<file path="src/rtl/uart_pkg.sv">
`default_nettype none
// ============================================================================
// Package     : uart_pkg
// Description : Shared types and constants for the configurable UART
//               transmitter: serializer state encoding, parity-mode codes,
//               data-bits decode helpers and the minimum bit divisor.
// Revision    : 1.0 - initial release
// ============================================================================
package uart_pkg;

  typedef enum logic [2:0] {
    ST_IDLE   = 3'd0,
    ST_START  = 3'd1,
    ST_DATA   = 3'd2,
    ST_PARITY = 3'd3,
    ST_STOP   = 3'd4
  } state_t;

  // cfg_parity encodings (code 3 is a second spelling of "none")
  localparam logic [1:0] PAR_NONE     = 2'd0;
  localparam logic [1:0] PAR_EVEN     = 2'd1;
  localparam logic [1:0] PAR_ODD      = 2'd2;
  localparam logic [1:0] PAR_NONE_ALT = 2'd3;

  // cfg_data_bits encodings
  localparam logic [1:0] BITS_5 = 2'd0;
  localparam logic [1:0] BITS_6 = 2'd1;
  localparam logic [1:0] BITS_7 = 2'd2;
  localparam logic [1:0] BITS_8 = 2'd3;

  // Smallest divisor value honoured; anything below is raised to this.
  localparam int MIN_DIV = 3;

  // Mask selecting the data bits that actually go on the line.
  function automatic logic [7:0] data_mask(input logic [1:0] code);
    logic [7:0] m;
    case (code)
      BITS_5:  m = 8'h1F;
      BITS_6:  m = 8'h3F;
      BITS_7:  m = 8'h7F;
      BITS_8:  m = 8'hFF;
      default: m = 8'hFF;
    endcase
    return m;
  endfunction

  // Index of the last data bit sent (4..7).
  function automatic logic [2:0] last_bit_idx(input logic [1:0] code);
    return 3'd4 + {1'b0, code};
  endfunction

  function automatic logic parity_enabled(input logic [1:0] mode);
    logic en;
    case (mode)
      PAR_EVEN, PAR_ODD:      en = 1'b1;
      PAR_NONE, PAR_NONE_ALT: en = 1'b0;
      default:                en = 1'b0;
    endcase
    return en;
  endfunction

endpackage
`default_nettype wire

</file>
<file path="src/rtl/uart_tx_fifo.sv">
`default_nettype none
// ============================================================================
// Module      : uart_tx_fifo
// Description : Synchronous single-clock FIFO with registered occupancy.
//               A push on a full FIFO is accepted when a pop happens in the
//               same cycle (level stays unchanged). Read data is the head
//               entry, available combinationally.
// Revision    : 1.0 - initial release
// Ports       : clk, rst_n (async active-low)
//               push/wdata  - write side
//               pop/rdata   - read side (pop on empty is ignored)
//               full, empty - status
//               level       - occupancy, 0..DEPTH
// ============================================================================
module uart_tx_fifo #(
  parameter int DEPTH = 16,
  parameter int W     = 8
) (
  input  logic                   clk,
  input  logic                   rst_n,
  input  logic                   push,
  input  logic [W-1:0]           wdata,
  input  logic                   pop,
  output logic [W-1:0]           rdata,
  output logic                   full,
  output logic                   empty,
  output logic [$clog2(DEPTH):0] level
);

  localparam int AW = $clog2(DEPTH);
  localparam int LW = AW + 1;

  logic [W-1:0]  mem [DEPTH];
  logic [AW-1:0] wr_ptr;
  logic [AW-1:0] rd_ptr;
  logic          do_push;
  logic          do_pop;

  assign full    = (level == LW'(DEPTH));
  assign empty   = (level == '0);
  assign do_pop  = pop && !empty;
  assign do_push = push && (!full || do_pop);
  assign rdata   = mem[rd_ptr];

  always_ff @(posedge clk) begin
    if (do_push) mem[wr_ptr] <= wdata;
  end

  // DEPTH is a power of two, so pointers wrap naturally.
  always_ff @(posedge clk or negedge rst_n) begin
    if (!rst_n) begin
      wr_ptr <= '0;
      rd_ptr <= '0;
      level  <= '0;
    end else begin
      if (do_push) wr_ptr <= wr_ptr + AW'(1);
      if (do_pop)  rd_ptr <= rd_ptr + AW'(1);
      case ({do_push, do_pop})
        2'b10:   level <= level + LW'(1);
        2'b01:   level <= level - LW'(1);
        default: level <= level;
      endcase
    end
  end

endmodule
`default_nettype wire

</file>
<file path="src/rtl/uart_tx_cfg.sv">
`default_nettype none
// ============================================================================
// Module      : uart_tx_cfg
// Description : Runtime-configurable UART transmitter (5..8 data bits,
//               none/even/odd parity, 1 or 2 stop bits, programmable bit
//               time). Frame settings and the byte are captured when a frame
//               starts, so config changes mid-frame do not disturb it.
//               Build option UART_TX_CFG_FIFO_EN adds a FIFO_DEPTH-entry
//               FIFO in front of the serializer; without it a single
//               holding register is used and fifo_level reads 0.
// Revision    : 1.0 - initial release
// Ports       : clk, rst_n (async active-low)
//               cfg_div       - clocks per bit minus 1 (min 3)
//               cfg_data_bits - 0..3 => 5..8 data bits
//               cfg_parity    - 0/3 none, 1 even, 2 odd
//               cfg_stop2     - two stop bits when set
//               tx_data/tx_valid/tx_ready - byte input handshake
//               tx            - serial line, idle high, registered
//               busy          - high while a frame is on the line
//               fifo_level    - FIFO occupancy
// ============================================================================
module uart_tx_cfg #(
  parameter int DIV_W      = 16,
  parameter int FIFO_DEPTH = 16
) (
  input  logic                        clk,
  input  logic                        rst_n,
  input  logic [DIV_W-1:0]            cfg_div,
  input  logic [1:0]                  cfg_data_bits,
  input  logic [1:0]                  cfg_parity,
  input  logic                        cfg_stop2,
  input  logic [7:0]                  tx_data,
  input  logic                        tx_valid,
  output logic                        tx_ready,
  output logic                        tx,
  output logic                        busy,
  output logic [$clog2(FIFO_DEPTH):0] fifo_level
);

  import uart_pkg::*;

  state_t           state;
  state_t           next_state;
  logic [DIV_W-1:0] cnt;
  logic [DIV_W-1:0] div_q;
  logic [2:0]       bit_idx;
  logic [2:0]       last_q;
  logic             stop_idx;
  logic             stop2_q;
  logic             par_en_q;
  logic             par_q;
  logic [7:0]       data_q;
  logic             load;
  logic             avail;
  logic             bit_end;
  logic             line;
  logic             rdy_en;
  logic [7:0]       src_byte;
  logic [7:0]       src_masked;

  assign src_masked = src_byte & data_mask(cfg_data_bits);
  assign bit_end    = (cnt == div_q);

`ifdef UART_TX_CFG_FIFO_EN
  logic fifo_full;
  logic fifo_empty;

  assign tx_ready = rdy_en && !fifo_full;
  assign avail    = !fifo_empty;

  uart_tx_fifo #(
    .DEPTH (FIFO_DEPTH),
    .W     (8)
  ) u_fifo (
    .clk   (clk),
    .rst_n (rst_n),
    .push  (tx_valid && tx_ready),
    .wdata (tx_data),
    .pop   (load),
    .rdata (src_byte),
    .full  (fifo_full),
    .empty (fifo_empty),
    .level (fifo_level)
  );
`else
  // data_q acts as the holding register; a byte is only taken in IDLE.
  assign tx_ready   = rdy_en && (state == ST_IDLE);
  assign avail      = tx_valid && tx_ready;
  assign src_byte   = tx_data;
  assign fifo_level = '0;
`endif

  always_comb begin
    next_state = state;
    load       = 1'b0;
    case (state)
      ST_IDLE: begin
        if (avail) begin
          load       = 1'b1;
          next_state = ST_START;
        end
      end
      ST_START: begin
        if (bit_end) next_state = ST_DATA;
      end
      ST_DATA: begin
        if (bit_end && (bit_idx == last_q))
          next_state = par_en_q ? ST_PARITY : ST_STOP;
      end
      ST_PARITY: begin
        if (bit_end) next_state = ST_STOP;
      end
      ST_STOP: begin
        // stop_idx reaches stop2_q on the final stop bit; chain straight
        // into the next frame when a byte is waiting.
        if (bit_end && (stop_idx == stop2_q)) begin
          if (avail) begin
            load       = 1'b1;
            next_state = ST_START;
          end else begin
            next_state = ST_IDLE;
          end
        end
      end
      default: next_state = ST_IDLE;
    endcase
  end

  always_comb begin
    line = 1'b1;
    case (state)
      ST_START:  line = 1'b0;
      ST_DATA:   line = data_q[bit_idx];
      ST_PARITY: line = par_q;
      default:   line = 1'b1;
    endcase
  end

  always_ff @(posedge clk or negedge rst_n) begin
    if (!rst_n) begin
      state    <= ST_IDLE;
      cnt      <= '0;
      div_q    <= '0;
      bit_idx  <= '0;
      last_q   <= '0;
      stop_idx <= 1'b0;
      stop2_q  <= 1'b0;
      par_en_q <= 1'b0;
      par_q    <= 1'b0;
      data_q   <= '0;
      tx       <= 1'b1;
      busy     <= 1'b0;
      rdy_en   <= 1'b0;
    end else begin
      state  <= next_state;
      rdy_en <= 1'b1;
      // Line and busy both lag the state by one clock so busy spans
      // exactly the START..last STOP clocks seen on tx.
      tx     <= line;
      busy   <= (state != ST_IDLE);
      if (load) begin
        div_q    <= (cfg_div < DIV_W'(MIN_DIV)) ? DIV_W'(MIN_DIV) : cfg_div;
        data_q   <= src_masked;
        last_q   <= last_bit_idx(cfg_data_bits);
        par_en_q <= parity_enabled(cfg_parity);
        par_q    <= (^src_masked) ^ (cfg_parity == PAR_ODD);
        stop2_q  <= cfg_stop2;
        cnt      <= '0;
        bit_idx  <= '0;
        stop_idx <= 1'b0;
      end else if (state != ST_IDLE) begin
        if (bit_end) begin
          cnt <= '0;
          if (state == ST_DATA) bit_idx  <= bit_idx + 3'd1;
          if (state == ST_STOP) stop_idx <= ~stop_idx;
        end else begin
          cnt <= cnt + DIV_W'(1);
        end
      end
    end
  end

endmodule
`default_nettype wire

</file>
<file path="config.mk">
export PLATFORM = sky130hd
export DESIGN_NAME = uart_tx_cfg
export DESIGN_NICKNAME = d
export VERILOG_FILES = /design/src/rtl/uart_pkg.sv /design/src/rtl/uart_tx_fifo.sv /design/src/rtl/uart_tx_cfg.sv
export SDC_FILE = /design/constraint.sdc
export NUM_CORES = 1
export LEC_CHECK = 0
export ABC_AREA = 1
export ABC_CLOCK_PERIOD_IN_PS = 1500
export CAP_MARGIN = 5
export CORE_MARGIN = 10
export CORE_UTILIZATION = 52
export CTS_BUF_LIST = sky130_fd_sc_hd__clkbuf_8
export DETAILED_ROUTE_END_ITERATION = 8
export MAX_ROUTING_LAYER = met4
export PLACE_DENSITY = 0.86
export RECOVER_POWER = 100
export SLEW_MARGIN = 20
export SYNTH_ARGS = -nofsm -noshare
export SYNTH_HDL_FRONTEND = slang
export SYNTH_HIERARCHICAL = 1
export SYNTH_SLANG_ARGS = --single-unit
</file>
<file path="constraint.sdc">
create_clock -name clk -period 1.5 [get_ports clk]
set_clock_uncertainty 0.05 [all_clocks]
set_input_delay 0.3 -clock clk [delete_from_list [all_inputs] [get_ports clk]]
set_output_delay 0.3 -clock clk [all_outputs]
set_load 0.1 [all_outputs]
</file>
-- Word level (Yosys, flattened, before mapping)
Index checks and enable logic that the tools add are counted.
- add/subtract/negate cells: 3
- multipliers: 0
- divide/modulo/power cells: 0
- order comparisons: 2
- eq/ne operators: 18
- shifts and indexed selects: 0
- mux-type cells: 28
- bitwise operators: 3
- reductions and logical operators: 18
- operators with widths (operator ; number):
    $mux 16 ; 4
    $pmux 8 s4 ; 1
    $mux 3 ; 10
    $add 16x1->16 const B ; 1
    $eq 16x16->1 ; 1
    $lt 16x2->1 const B ; 1
    $pmux 3 s5 ; 1
    $ne 2x2->1 const B ; 5
    $and 8x8->8 ; 1
    $eq 2x2->1 const B ; 4
    $mux 1 ; 8
    $reduce_bool 2->1 ; 4
    $reduce_xor 8->1 ; 1
    $eq 3x2->1 const B ; 2
    $reduce_and 3->1 ; 2
    $reduce_and 5->1 ; 1
    $eq 2x1->1 const B ; 2
    $logic_and 1x1->1 ; 4
    $logic_not 2->1 ; 2
    $lt 3x4->1 const B ; 1
    $pmux 1 s2 ; 2
    $reduce_or 2->1 ; 2
    $add 3x1->3 const B ; 1
    $add 3x2->3 const A ; 1
    other kinds (10) ; 10
- bits in registers: 56
- bits in latches: 0
- memory bits (writable): 0
- ROM bits: 0
- input bits: 32
- word-level logic and storage cells: 85
- memories kept: 0

-- Longest topological paths before layout
- word-level depth: 8
- gate-level depth with buffers: 12
- gate-level depth less buffers: 11

-- Worst setup path after synthesis
OpenSTA, ideal clock, no wires.
- path kind: register -> output
- from: register state[0]
- to: output tx_ready
- arrival: 2.030 ns
- slack: -0.880 ns
- cell stages (with the launch flop): 6
- path buffers: 0
- cell sequence: dfrtp_1 > inv_2 > nand2_2 > nor2_8 > inv_1 > nor2_1
- longest elaborated chain between the ends: 2
- RTL lines (what ; RTL line ; text):
    start: declaration ; uart_tx_cfg.sv:42 ; state_t state;
    start signal: assignment ; uart_tx_cfg.sv:155 ; state <= next_state;
    $logic_not 3->1 ; uart_tx_cfg.sv:87 ; assign tx_ready = rdy_en && (state == ST_IDLE);
    $logic_and 1x1->1 ; uart_tx_cfg.sv:87 ;
    end: declaration ; uart_tx_cfg.sv:34 ; output logic tx_ready,
Every way passes these cells.

-- Final worst setup path
- from: register cnt[1]
- to: register state[1]
- longest elaborated chain between the ends: 4
- elaborated cells on any way between the ends: 8
- those cells by class: eq/ne (5); reduce/logical (3)
- RTL lines (what ; RTL line ; text):
    start: declaration ; uart_tx_cfg.sv:44 ; logic [DIV_W-1:0] cnt;
    start signal: assignment ; uart_tx_cfg.sv:177 ; cnt <= cnt + DIV_W'(1);
    $eq 16x16->1 (*) ; uart_tx_cfg.sv:62 ; assign bit_end = (cnt == div_q);
    $logic_and 1x1->1, on equally long branches ; uart_tx_cfg.sv:116, uart_tx_cfg.sv:107 ;
    $ne 2x2->1 (no line) ; - ;
    $reduce_and 5->1 (no line) (*) ; - ;
Mark *: on every way between the ends. The rest lies on a longest branch, timed or not.
A chain may end at the register's enable or synchronous reset.

==> results.sh <==
export IMPL_violations="setup timing"
export IMPL_path_clk_slew_ns=0.11
export IMPL_finalSetupViolations=36
export IMPL_status="complete, but fails checks"
export IMPL_synthFlopType="dfrtp_1"
export IMPL_yosysMostFrequentCell="nand2_1"
export IMPL_avgSynthCellArea_um2=7.43
export IMPL_final_util=0.735
export IMPL_p_int_uw=3890
export IMPL_root_buffer="clkbuf_8"
export IMPL_worstHoldPathType="in -> reg"
export IMPL_netlist_top_cells_count="145 x nand2_1, 55 x dfrtp_1, 54 x inv_1"
export IMPL_drc=0
export IMPL_p_leak_uw=0.00223
export IMPL_min_period_over_period=1.18
export IMPL_synth_edf_count=0
export IMPL_wl_per_cell_um=14.5
export IMPL_grt_max_degree=57
export IMPL_holdPathStages=3
export IMPL_yosysUniqueCellTypes=39
export IMPL_netlist_area_um2=3300
export IMPL_fillers=418
export IMPL_cts_buffers=5
export IMPL_clock_latency_ns=0.33
export IMPL_synth_seq_cells=56
export IMPL_crit_fanout=7
export IMPL_p_seq_frac=0.351
export IMPL_async_reset_ff_frac=1.00
export IMPL_antennaDiodeCount=0
export IMPL_pwr_density_cell_nw_per_um2=1560
export IMPL_max_vdd_ir_drop_mv=1.21
export IMPL_antenna_found_initial=0
export IMPL_die_y_um=99.7
export IMPL_cts_tree="built"
export IMPL_rr_worst_depth=11
export IMPL_rrSetupSlack_ns=-0.27
export IMPL_rsz0062_at_grt="yes"
export IMPL_drive_gt1_frac=0.251
export IMPL_finalHoldViolCount=0
export IMPL_clk_path_buf_depth=2
export IMPL_p_sw_uw=3070
export IMPL_antenna_left=0
export IMPL_viasPerCell=5.27
export IMPL_dp_hpwl_mm=6.23
export IMPL_yosysTopAreaCell="dfrtp_1"
export IMPL_setup_tns_ns=-5.87
export IMPL_holdWs_ns=0.308
export IMPL_fp_dieW_um=99.7
export IMPL_grt_pass1_wl_mm=15.0
export IMPL_r2r_start="cnt[1]"
export IMPL_overflow=0
export IMPL_synthToLayoutAreaGrowth_pct=34.8
export IMPL_power_total_uw=6960
export IMPL_max_freq_ghz=0.564
export IMPL_rows=28
export IMPL_dr_pass1_iters=7
export IMPL_holdPathEnd="data_q[6]"
export IMPL_synth_area_top_cells="dfrtp_1 42%, nand2_1 16%, inv_1 6.1%"
export IMPL_design_die_area_um2=9940
export IMPL_gp_congestion=0.859
export IMPL_fp_coreArea_um2=6060
export IMPL_cap_violations=0
export IMPL_start_kind="flop"
export IMPL_grt_pass1_vias=3301
export IMPL_portBuffers=34
export IMPL_endpoint_kind="flop"
export IMPL_drtIter0Drc=181
export IMPL_setup_ws_ns=-0.272
export IMPL_synth_warnings=6
export IMPL_power_switching_share=0.442
export IMPL_slew_viol_final=0
export IMPL_vias=3292
export IMPL_worst_pin_slew_ns=0.786
export IMPL_period_needed_ns=1.77
export IMPL_track_usage=0.187
export IMPL_htree_levels=2
export IMPL_clkPwrFrac=0.123
export IMPL_cp_arrival_ns=1.96
export IMPL_synth_top_area_frac=0.417
export IMPL_cts_sinks=56
export IMPL_slew_headroom=0.476
export IMPL_ys_seq_area_frac=0.424
export IMPL_postSynthCellCount=445
export IMPL_start_util=0.545
export IMPL_io_pins=40
export IMPL_p_comb_frac=0.526
export IMPL_hp_start="cfg_data_bits[1]"
export IMPL_r2r_end="state[1]"
export IMPL_wl_mm=9.09
export IMPL_worstSetupPathType="reg -> reg"
export IMPL_worst_ep_required_time_ns=1.68
export IMPL_layout_nets=584
## state kept, by name, indices dropped and copies added, names as in the netlist
signal,count
busy,1
last_q,3
cnt,16
stop_idx,1
par_en_q,1
rdy_en,1
stop2_q,1
div_q,16
tx,1
state,3
bit_idx,3
data_q,8
par_q,1
## area by class of cell
class	instances	area, um2	share of cell area
clock buffer	5	68.8	0.0154
clock inverter	3	20.0	0.00449
inverter	62	236	0.0531
multi-input combinational	317	1710	0.383
sequential	56	1400	0.315
tap	75	93.8	0.0211
timing repair buffer	107	925	0.208
## power by group through the flow
stage	sequential [uW]	clock [uW]	combinational, uW
finish	2450	855	3660
global route	2510	902	4070
CTS	2450	843	3500
detailed placement	2480	0	3320
global placement	2450	0	3170
floorplan	2590	0	2010
## worst max-delay path, stage by stage, from the launching register on
cell     delay (ns)
dfrtp_1        0.44
buf_4          0.15
nand2_1        0.05
nand2_1        0.06
nor2_2         0.12
nand2_2        0.09
nor2_4         0.16
nand2_4        0.14
a21oi_4        0.19
nand2_1        0.08
nand2_1        0.08
nand2_1        0.05
## worst max path at each step
stage	end	start	slack [ns]	cells after the start
3_3_place_gp	par_q	cfg_data_bits[1]	-0.23	10
3_5_place_dp	par_q	cfg_data_bits[1]	-0.30	10
2_1_floorplan	tx_ready	state[0]	-0.12	5
5_1_grt	state[1]	cnt[1]	-0.37	11
4_1_cts	cnt[12]	cnt[1]	-0.18	10
6_report	state[1]	cnt[1]	-0.27	11
## metal layers
layer / routed length (um) / part of all wire / global-route usage
met2: 4790 / 0.53 / 0.325
met4: 329 / 0.036 / 0.0750
met1: 3520 / 0.39 / 0.206
met3: 451 / 0.050 / 0.0332
met5: 0 / 0 / -
## layout by cell type, fill, tap and decap left out, types with 2 or more instances in the layout
cell type          n
nand2_1          137
buf_4             66
dfrtp_1           54
inv_1             53
nor2_1            32
clkdlybuf4s50_1   29
o21ai_1           20
o21ai_0           17
nand3_1           13
nand4_1           11
nand2_2           10
nor2_4            10
inv_2              9
xor2_1             9
o21ai_2            6
conb_1             6
nor3_1             5
o21a_1             5
clkbuf_8           5
buf_6              5
a21oi_1            4
xnor2_1            4
nand2_4            3
o32ai_1            2
nand3_2            2
nand3b_1           2
clkinvlp_4         2
nor4_1             2
a22oi_2            2
or2_2              2
a31oi_1            2
ha_1               2
buf_12             2
clkbuf_4           2
## timing repair
item,4_1_cts,5_1_grt
resized for setup,23,29
buffers inserted,10,3
endpoints found under the hold margin,55,0
cloned,1,0
hold buffers,1,0
setup endpoints to repair,37,55
pin swaps,13,7
## stage by stage
step	worst slack (ns)	cell area, um2	std cells
3_5_place_dp	-0.305	4160	602
4_1_cts	-0.181	4400	622
3_3_place_gp	-0.228	4160	602
5_1_grt	-0.374	4450	625
6_report	-0.272	4450	625
2_1_floorplan	-0.120	3330	449
## cell families (layout without fill, tap and decap cells)
family,count (synthesis),count (layout),synth area share
xor+xnor,13,13,0.0345
other cells,2,6,0.00227
compound gates,61,61,0.110
flops,56,56,0.424
simple gates,233,234,0.316
buf+inv,77,177,0.102
fa+ha+maj,3,3,0.0114
Note: power is estimated with default switching activity, not from simulation.
